$ cat src/rtl/order_msg_buffer.sv
// order_msg_buffer
//   Assembles a byte-serial order feed into fixed-size messages and queues
//   complete messages in a small first-word-fall-through FIFO for the parser.
//   Short or long messages are dropped, flagged on len_err and counted.
//
// Ports
//   clk              : clock, rising edge
//   resetn           : asynchronous active-low reset
//   byte_valid       : feed byte present on byte_data
//   byte_data[7:0]   : feed byte, first byte of a message is the MSB byte
//   byte_last        : presented byte ends a message
//   byte_ready       : byte accepted this cycle (FIFO not full)
//   pop              : consume the head message (ignored while empty)
//   buffer_not_empty : at least one complete message stored
//   ff_buffer        : head message, byte 0 in the top byte
//   len_err          : one-cycle pulse when a malformed message is dropped
//   drop_count[7:0]  : saturating count of dropped messages
`timescale 1ns/1ps
module order_msg_buffer #(
    parameter int DEPTH     = 4,
    parameter int MSG_BYTES = 40
) (
    input  logic                   clk,
    input  logic                   resetn,
    input  logic                   byte_valid,
    input  logic [7:0]             byte_data,
    input  logic                   byte_last,
    output logic                   byte_ready,
    input  logic                   pop,
    output logic                   buffer_not_empty,
    output logic [MSG_BYTES*8-1:0] ff_buffer,
    output logic                   len_err,
    output logic [7:0]             drop_count
);

    localparam int MSG_BITS = MSG_BYTES * 8;
    localparam int AW       = $clog2(DEPTH);
    localparam int IW       = $clog2(MSG_BYTES);

    localparam logic [IW-1:0] LAST_IDX = IW'(MSG_BYTES - 1);
    localparam logic [IW-1:0] IDX_ONE  = IW'(1);
    localparam logic [AW:0]   PTR_ONE  = (AW + 1)'(1);

    localparam logic [0:0] ST_COLLECT = 1'b0;
    localparam logic [0:0] ST_DISCARD = 1'b1;

    logic [0:0]          state;
    logic [IW-1:0]       idx;
    logic [MSG_BITS-1:0] asm_msg;
    logic [MSG_BITS-1:0] mem [DEPTH];
    logic [AW:0]         wr_ptr;
    logic [AW:0]         rd_ptr;

    logic                full;
    logic                empty;
    logic                accept;
    logic                collecting;
    logic                at_last_slot;
    logic                complete;
    logic                drop;
    logic                do_pop;
    logic [MSG_BITS-1:0] wr_data;

    // Pointers carry an extra wrap bit: equal addresses with differing wrap
    // bits mean full, fully equal pointers mean empty.
    always_comb begin
        empty        = (wr_ptr == rd_ptr);
        full         = (wr_ptr[AW] != rd_ptr[AW]) &&
                       (wr_ptr[AW-1:0] == rd_ptr[AW-1:0]);
        accept       = byte_valid && !full;
        collecting   = (state == ST_COLLECT);
        at_last_slot = (idx == LAST_IDX);
        complete     = accept && collecting && at_last_slot && byte_last;
        // Short (last before final slot) or long (final slot without last).
        drop         = accept && collecting && (byte_last != at_last_slot);
        do_pop       = pop && !empty;
        // The completing byte lands in the FIFO at the same edge, so it is
        // spliced in here rather than read back from asm_msg.
        wr_data      = {asm_msg[MSG_BITS-1:8], byte_data};
    end

    assign byte_ready       = !full;
    assign buffer_not_empty = !empty;
    assign ff_buffer        = mem[rd_ptr[AW-1:0]];

    // Assembler control
    always_ff @(posedge clk or negedge resetn) begin
        if (!resetn) begin
            state <= ST_COLLECT;
            idx   <= '0;
        end else if (accept) begin
            if (state == ST_DISCARD) begin
                if (byte_last)
                    state <= ST_COLLECT;
            end else if (byte_last || at_last_slot) begin
                idx <= '0;
                if (!byte_last)
                    state <= ST_DISCARD;
            end else begin
                idx <= idx + IDX_ONE;
            end
        end
    end

    // Message assembly and FIFO storage (data only, no reset needed)
    always_ff @(posedge clk) begin
        if (accept && collecting) begin
            for (int unsigned i = 0; i < MSG_BYTES; i++) begin
                if (idx == IW'(i))
                    asm_msg[(MSG_BYTES-1-i)*8 +: 8] <= byte_data;
            end
        end
        if (complete)
            mem[wr_ptr[AW-1:0]] <= wr_data;
    end

    // FIFO pointers
    always_ff @(posedge clk or negedge resetn) begin
        if (!resetn) begin
            wr_ptr <= '0;
            rd_ptr <= '0;
        end else begin
            if (complete)
                wr_ptr <= wr_ptr + PTR_ONE;
            if (do_pop)
                rd_ptr <= rd_ptr + PTR_ONE;
        end
    end

    // Error reporting
    always_ff @(posedge clk or negedge resetn) begin
        if (!resetn) begin
            len_err    <= 1'b0;
            drop_count <= '0;
        end else begin
            len_err <= drop;
            if (drop && (drop_count != '1))
                drop_count <= drop_count + 8'd1;
        end
    end

endmodule

$ cat config.mk
export PLATFORM = sky130hd
export DESIGN_NAME = order_msg_buffer
export DESIGN_NICKNAME = d
export VERILOG_FILES = /design/src/rtl/order_msg_buffer.sv
export SDC_FILE = /design/constraint.sdc
export NUM_CORES = 1
export LEC_CHECK = 0
export ABC_AREA = 1
export CORE_ASPECT_RATIO = 0.9
export CORE_MARGIN = 2
export CORE_UTILIZATION = 50
export CTS_CLUSTER_SIZE = 24
export DETAILED_ROUTE_END_ITERATION = 8
export PLACE_DENSITY = 0.76
export SYNTH_ARGS = -nofsm -noshare
export SYNTH_HDL_FRONTEND = slang
export SYNTH_SLANG_ARGS = --single-unit
$ cat constraint.sdc
create_clock -name clk -period 23.8 [get_ports clk]
set_input_delay 3.57 -clock clk [delete_from_list [all_inputs] [get_ports clk]]
set_output_delay 3.57 -clock clk [all_outputs]
set_load 0.01 [all_outputs]
Word level (Yosys, flattened, before mapping)

Memories as Yosys holds them, arrays and structs flattened.
Cells that the tools add are included.
W data, S select, Z words.

Add/sub/neg operators: 4
Multipliers: 0
Div/mod/pow operators: 0
$lt $le $gt $ge: 0
Equality and inequality tests: 44
Shift operators: 0
Mux-type cells: 6
Bitwise operators: 1
Reductions and logical operators: 52

Operator list:

| kind                  | number |
|---|---|
| $eq A6 B5 Y1 const B  | 16 |
| $reduce_and A2 Y1     | 40 |
| $eq A6 B4 Y1 const B  | 8 |
| $eq A6 B6 Y1 const B  | 8 |
| $eq A6 B3 Y1 const B  | 4 |
| $eq A6 B2 Y1 const B  | 2 |
| $add A8 B1 Y8 const B | 1 |
| $logic_and A1 B1 Y1   | 8 |
| $ne A8 B8 Y1 const B  | 1 |
| $add A3 B1 Y3 const B | 2 |
| $add A6 B1 Y6 const B | 1 |
| $eq A6 B1 Y1 const B  | 1 |
| $logic_not A6 Y1      | 1 |
| $mux W6               | 1 |
| $mux W1               | 5 |
| $eq A3 B3 Y1          | 1 |
| $eq A2 B2 Y1          | 1 |
| $logic_not A1 Y1      | 2 |
| $ne A1 B1 Y1          | 2 |
| $logic_or A1 B1 Y1    | 1 |
| $not A1 Y1            | 1 |

Register bits after elaboration: 334
Latch bits: 0
Bits in writable memories: 1280
Memory bits (read-only): 0
Output and inout port bits: 331
Word-level logic and storage cells: 153
Memories kept: 1

Memories:

| memory | depth | bits a word | read ports | clocked after Yosys merged registers in | write ports | RTL line | RTL |
|---|---|---|---|---|---|---|---|
| mem    | 4     | 320         | 1          | 0                                       | 1           | 50       | `logic [MSG_BITS-1:0] mem [DEPTH];` |

Logic depth before layout (Yosys ltp)

Word-level depth: 9
Mapped depth: 10

Worst setup path after synthesis

OpenSTA, ideal clock, no wires.

Path type: input to register
From: input byte_valid
To: memory mem[0][0] in the netlist's numbering (enable)
Arrival: 17.204 ns
Required time: 22.791 ns
Setup slack: 5.587 ns
Stages: 4
Path buffers: 0
Cells stage by stage: nand3_1 nor2_4 inv_2 nor2_1

Longest elaborated chain between the ends: 6

RTL lines:

| element                          | RTL line | RTL |
|---|---|---|
| from (decl)                      | 25       | `input logic byte_valid,` |
| $logic_and A1 B1 Y1              | 70       | `accept = byte_valid && !full;` |
| $logic_and A1 B1 Y1 (3 in a row) | 73       | `complete = accept && collecting && at_last_slot && byte_last;` |
| $mux W1                          | 113      | `if (complete)` |
| $mux W1 (not written as such)    | 114      | `mem[wr_ptr[AW-1:0]] <= wr_data;` |
| to (decl)                        | 50       |  |

Every way passes these cells.

Final worst setup path

From: register rd_ptr[0]
To: output ff_buffer[95]

Longest elaborated chain between the ends: 1

RTL lines:

| element                | RTL line | RTL |
|---|---|---|
| from (decl)            | 52       | `logic [AW:0] rd_ptr;` |
| from (signal assigned) | 126      | `rd_ptr <= rd_ptr + PTR_ONE;` |
| $mem_v2 Z4 W320        | -        |  |
| to (decl)              | 31       | `output logic [MSG_BYTES*8-1:0] ff_buffer,` |

Every way passes these cells.

==> results.toml <==
[timing]
slew_viol_final = 0
setup_ws_ns = 14.74
fin_tns_setup_ns = 0
fin_crit_sh_pct = 38.1
max_slew_margin_pct = 12.0
setup_violations = 0
finalHoldViolCount = 0
worst_pin_slew_ns = 1.31
finalCriticalPeriod_ns = 9.06
rsz0062_at_grt = "false"
fmax_ghz = 0.110
skew_ns = 0.0341

[yosys]
synth.cells.most_frequent = "edfxtp_1 (1592), nor2_1 (674), o21ai_0 (650), o22ai_1 (320), clkbuf_1 (166)"
yosys-top-cells-area = "edfxtp_1 (82%), o21ai_0 (5.6%), nor2_1 (4.4%), o22ai_1 (3.5%), clkbuf_1 (1.1%)"
ys_async_sr_fraction_pct = 1.36
synth_compound_area_share_pct = 9.17
yosys.area_share.simple_pct = 5.23
syn-mean-instance-area_sq_um = 15.9
synth_ff_type = "edfxtp_1"
yosysTopAreaCellShare_pct = 82.5
muxShareOfSynthArea_pct = 0
yosysUniqueCellTypes = 23
syn-cell-area_sq_um = 58000
yosysWarningCount = 0
yosysMostFrequentCell = "edfxtp_1"
synth-edff-count = 1592
synth_adder_area_share_pct = 0.259
synth_seq_cells = 1614
yosysSeqAreaShare_pct = 83.4
yosys.area.top_type = "edfxtp_1"
synth_xor_area_share_pct = 0.106
syn-num-nets = 3674
syn_inst = 3649
synth_top_family_by_area = "compound AO/OA/AOI/OAI gates"

[global_routing]
grt_pass1_vias = 32000
grt_max_degree = 146
grt_pass1_wl_mm = 201
gr-usage-all-layers_pct = 22.8
antenna_found_initial = 4
gr-total-overflow = 0

[power_and_ir_drop]
power.internal_mw = 5.37
power_mw = 7.87
p_comb_share_pct = 29.9
p_leak_nw = 21.5
powerDensity_nw_per_um2 = 116
ir_drop_v = 0.0000975
sequentialPowerShare_pct = 40.3
pwr-share-clk_pct = 29.8
p_switching_mw = 2.50
netSwitchingFraction_pct = 31.8

[cells_and_area]
stdcell_count = 5609
postLayoutCellArea_sq_um = 67700
fill_cells = 8288
synthToLayoutAreaGrowth_pct = 16.9
drive_gt1_share_pct = 7.30
nets = 4016

[clock_tree]
cts_sinks = 1614
ctsHoldBuffers = 0
cts.path.max_buffers = 3
cts_buffers = 156
tritoncts = "done"
postCtsResizedCells = 0
postCtsSetupBuffers = 0
root_buffer = "clkbuf_16"
clkLatencyLatePin_ns = 0.79
h-tree-depth = 4
cts.clk_slew.worst_paths_ns = 0.06

[critical_path]
worstPathArrival_ns = 5.49
endpoint_kind = "output port"
critical_path_class = "flop to output port"
crit_fanout = 119
required_ns = 20.23
startpoint_type = "flop"

[floorplan]
ioPinCount = 344
rows = 118
die-area_sq_um = 119000
coreArea_sq_um = 115000
initial_core_util_pct = 50.4
die_w_microns = 363
die_y_microns = 327

[placement]
placed_cell_area_sq_um = 62900
dp_slack_ns = 15.57
io_buffer_count = 343
dp.cells = 5333
dp_hpwl_mm = 69.4
routabilityCongestion = 0.727

[route]
vias = 32700
ant_nets = 0
dr.pass1.iters = 6
routed_wl_mm = 135
drcViolationCount = 0
drt_iter0_drc = 4402
wl_per_cell_microns = 24.1
viasPerCell = 5.82

[run]
cap_viol_max_count = 0

[hold_path]
hp-class = "flop to flop"

[run_status]
outcome = "complete, no violations"
flip-flops by register name, indices dropped and copies added, names as in the netlist:
| signal | count |
|---|---|
| asm_msg | 312 |
| drop_count | 8 |
| idx | 6 |
| len_err | 1 |
| mem | 1280 |
| rd_ptr | 3 |
| state | 1 |
| wr_ptr | 3 |
power groups by stage:
| stage | clock network [mW] | logic, mW | registers, mW |
|---|---|---|---|
| after global routing | 2.48 | 2.52 | 3.18 |
| after detailed placement | 0 | 2.35 | 3.23 |
| after CTS | 2.38 | 2.37 | 3.17 |
| after floorplan | 0 | 1.17 | 3.18 |
| final | 2.34 | 2.35 | 3.18 |
| after global placement | 0 | 2.31 | 3.23 |
through the flow:
stage                     util [%]  hold WS, ns
after floorplan                  -        0.449
after CTS                     58.9        0.479
after detailed placement      54.7        0.477
final                         58.9        0.469
after global placement        54.7        0.467
after global routing          58.9        0.491
final timing paths:
kind	cells past startpoint	slack (ns)	start	endpoint
worst max-delay path	6	14.74	rd_ptr[0]$_DFFE_PN0P_	ff_buffer[95]
worst min-delay path	0	0.47	asm_msg[260]$_DFFE_PP_	mem[3][260]$_DFFE_PP_
worst max register to register	13	16.69	rd_ptr[0]$_DFFE_PN0P_	mem[3][239]$_DFFE_PP_
worst min register to register	0	0.47	asm_msg[260]$_DFFE_PP_	mem[3][260]$_DFFE_PP_
max in group asynchronous	2	20.37	resetn	rd_ptr[1]$_DFFE_PN0P_
min in group asynchronous	2	3.14	resetn	len_err$_DFF_PN0_
kinds of logic (layout without fill, tap and decap cells):
| group | after synthesis | in the layout |
|---|---|---|
| compound gates | 978 | 978 |
| other cells | 0 | 2 |
| fa+ha+maj | 12 | 12 |
| simple gates | 778 | 778 |
| buf+inv | 260 | 718 |
| xor+xnor | 7 | 7 |
| flops | 1614 | 1614 |
layout make-up:
cell class / instances / area, sq um / share of cell area (%)
clock buffers: 200 / 4130 / 6.10
multi-input cells: 1775 / 8620 / 12.7
repair buffers: 401 / 3850 / 5.69
diodes: 2 / 5.00 / 0.00739
inverters: 43 / 176 / 0.260
well taps: 1500 / 1880 / 2.77
flip-flops and latches: 1614 / 48400 / 71.4
clock inverters: 74 / 718 / 1.06
layer usage:
metal,global-route usage [%],wire (microns),up-vias
met5,0,8,-
met4,7.08,2980,2
met3,4.11,11500,193
met1,32.3,55200,16500
li1,-,-,14500
met2,36.4,65800,1498
worst max-delay path, stage by stage (launching register included):
cell and delay [ns]:
dfrtp_4 0.81, inv_8 0.62, buf_4 0.85, buf_4 1.00, o21ai_0 0.26, o22ai_1 0.39
clkdlybuf4s50_1 0.64
placed cells by master (no fill, tap or decap), types with 8 or more instances in the layout:
cell / Yosys / final
edfxtp_1: 1592 / 1592
o21ai_0: 650 / 650
buf_4: 6 / 56
nor2_1: 674 / 670
inv_1: 38 / 38
clkinv_2: 0 / 20
ha_1: 12 / 12
clkdlybuf4s50_1: 0 / 335
dfrtp_1: 22 / 20
buf_2: 44 / 8
clkbuf_1: 166 / 40
nand3_1: 22 / 22
o21bai_1: 8 / 8
o22ai_1: 320 / 320
clkinv_1: 0 / 27
clkbuf_16: 0 / 158
nand2_1: 57 / 57
Power figures use the tool's default switching activity.
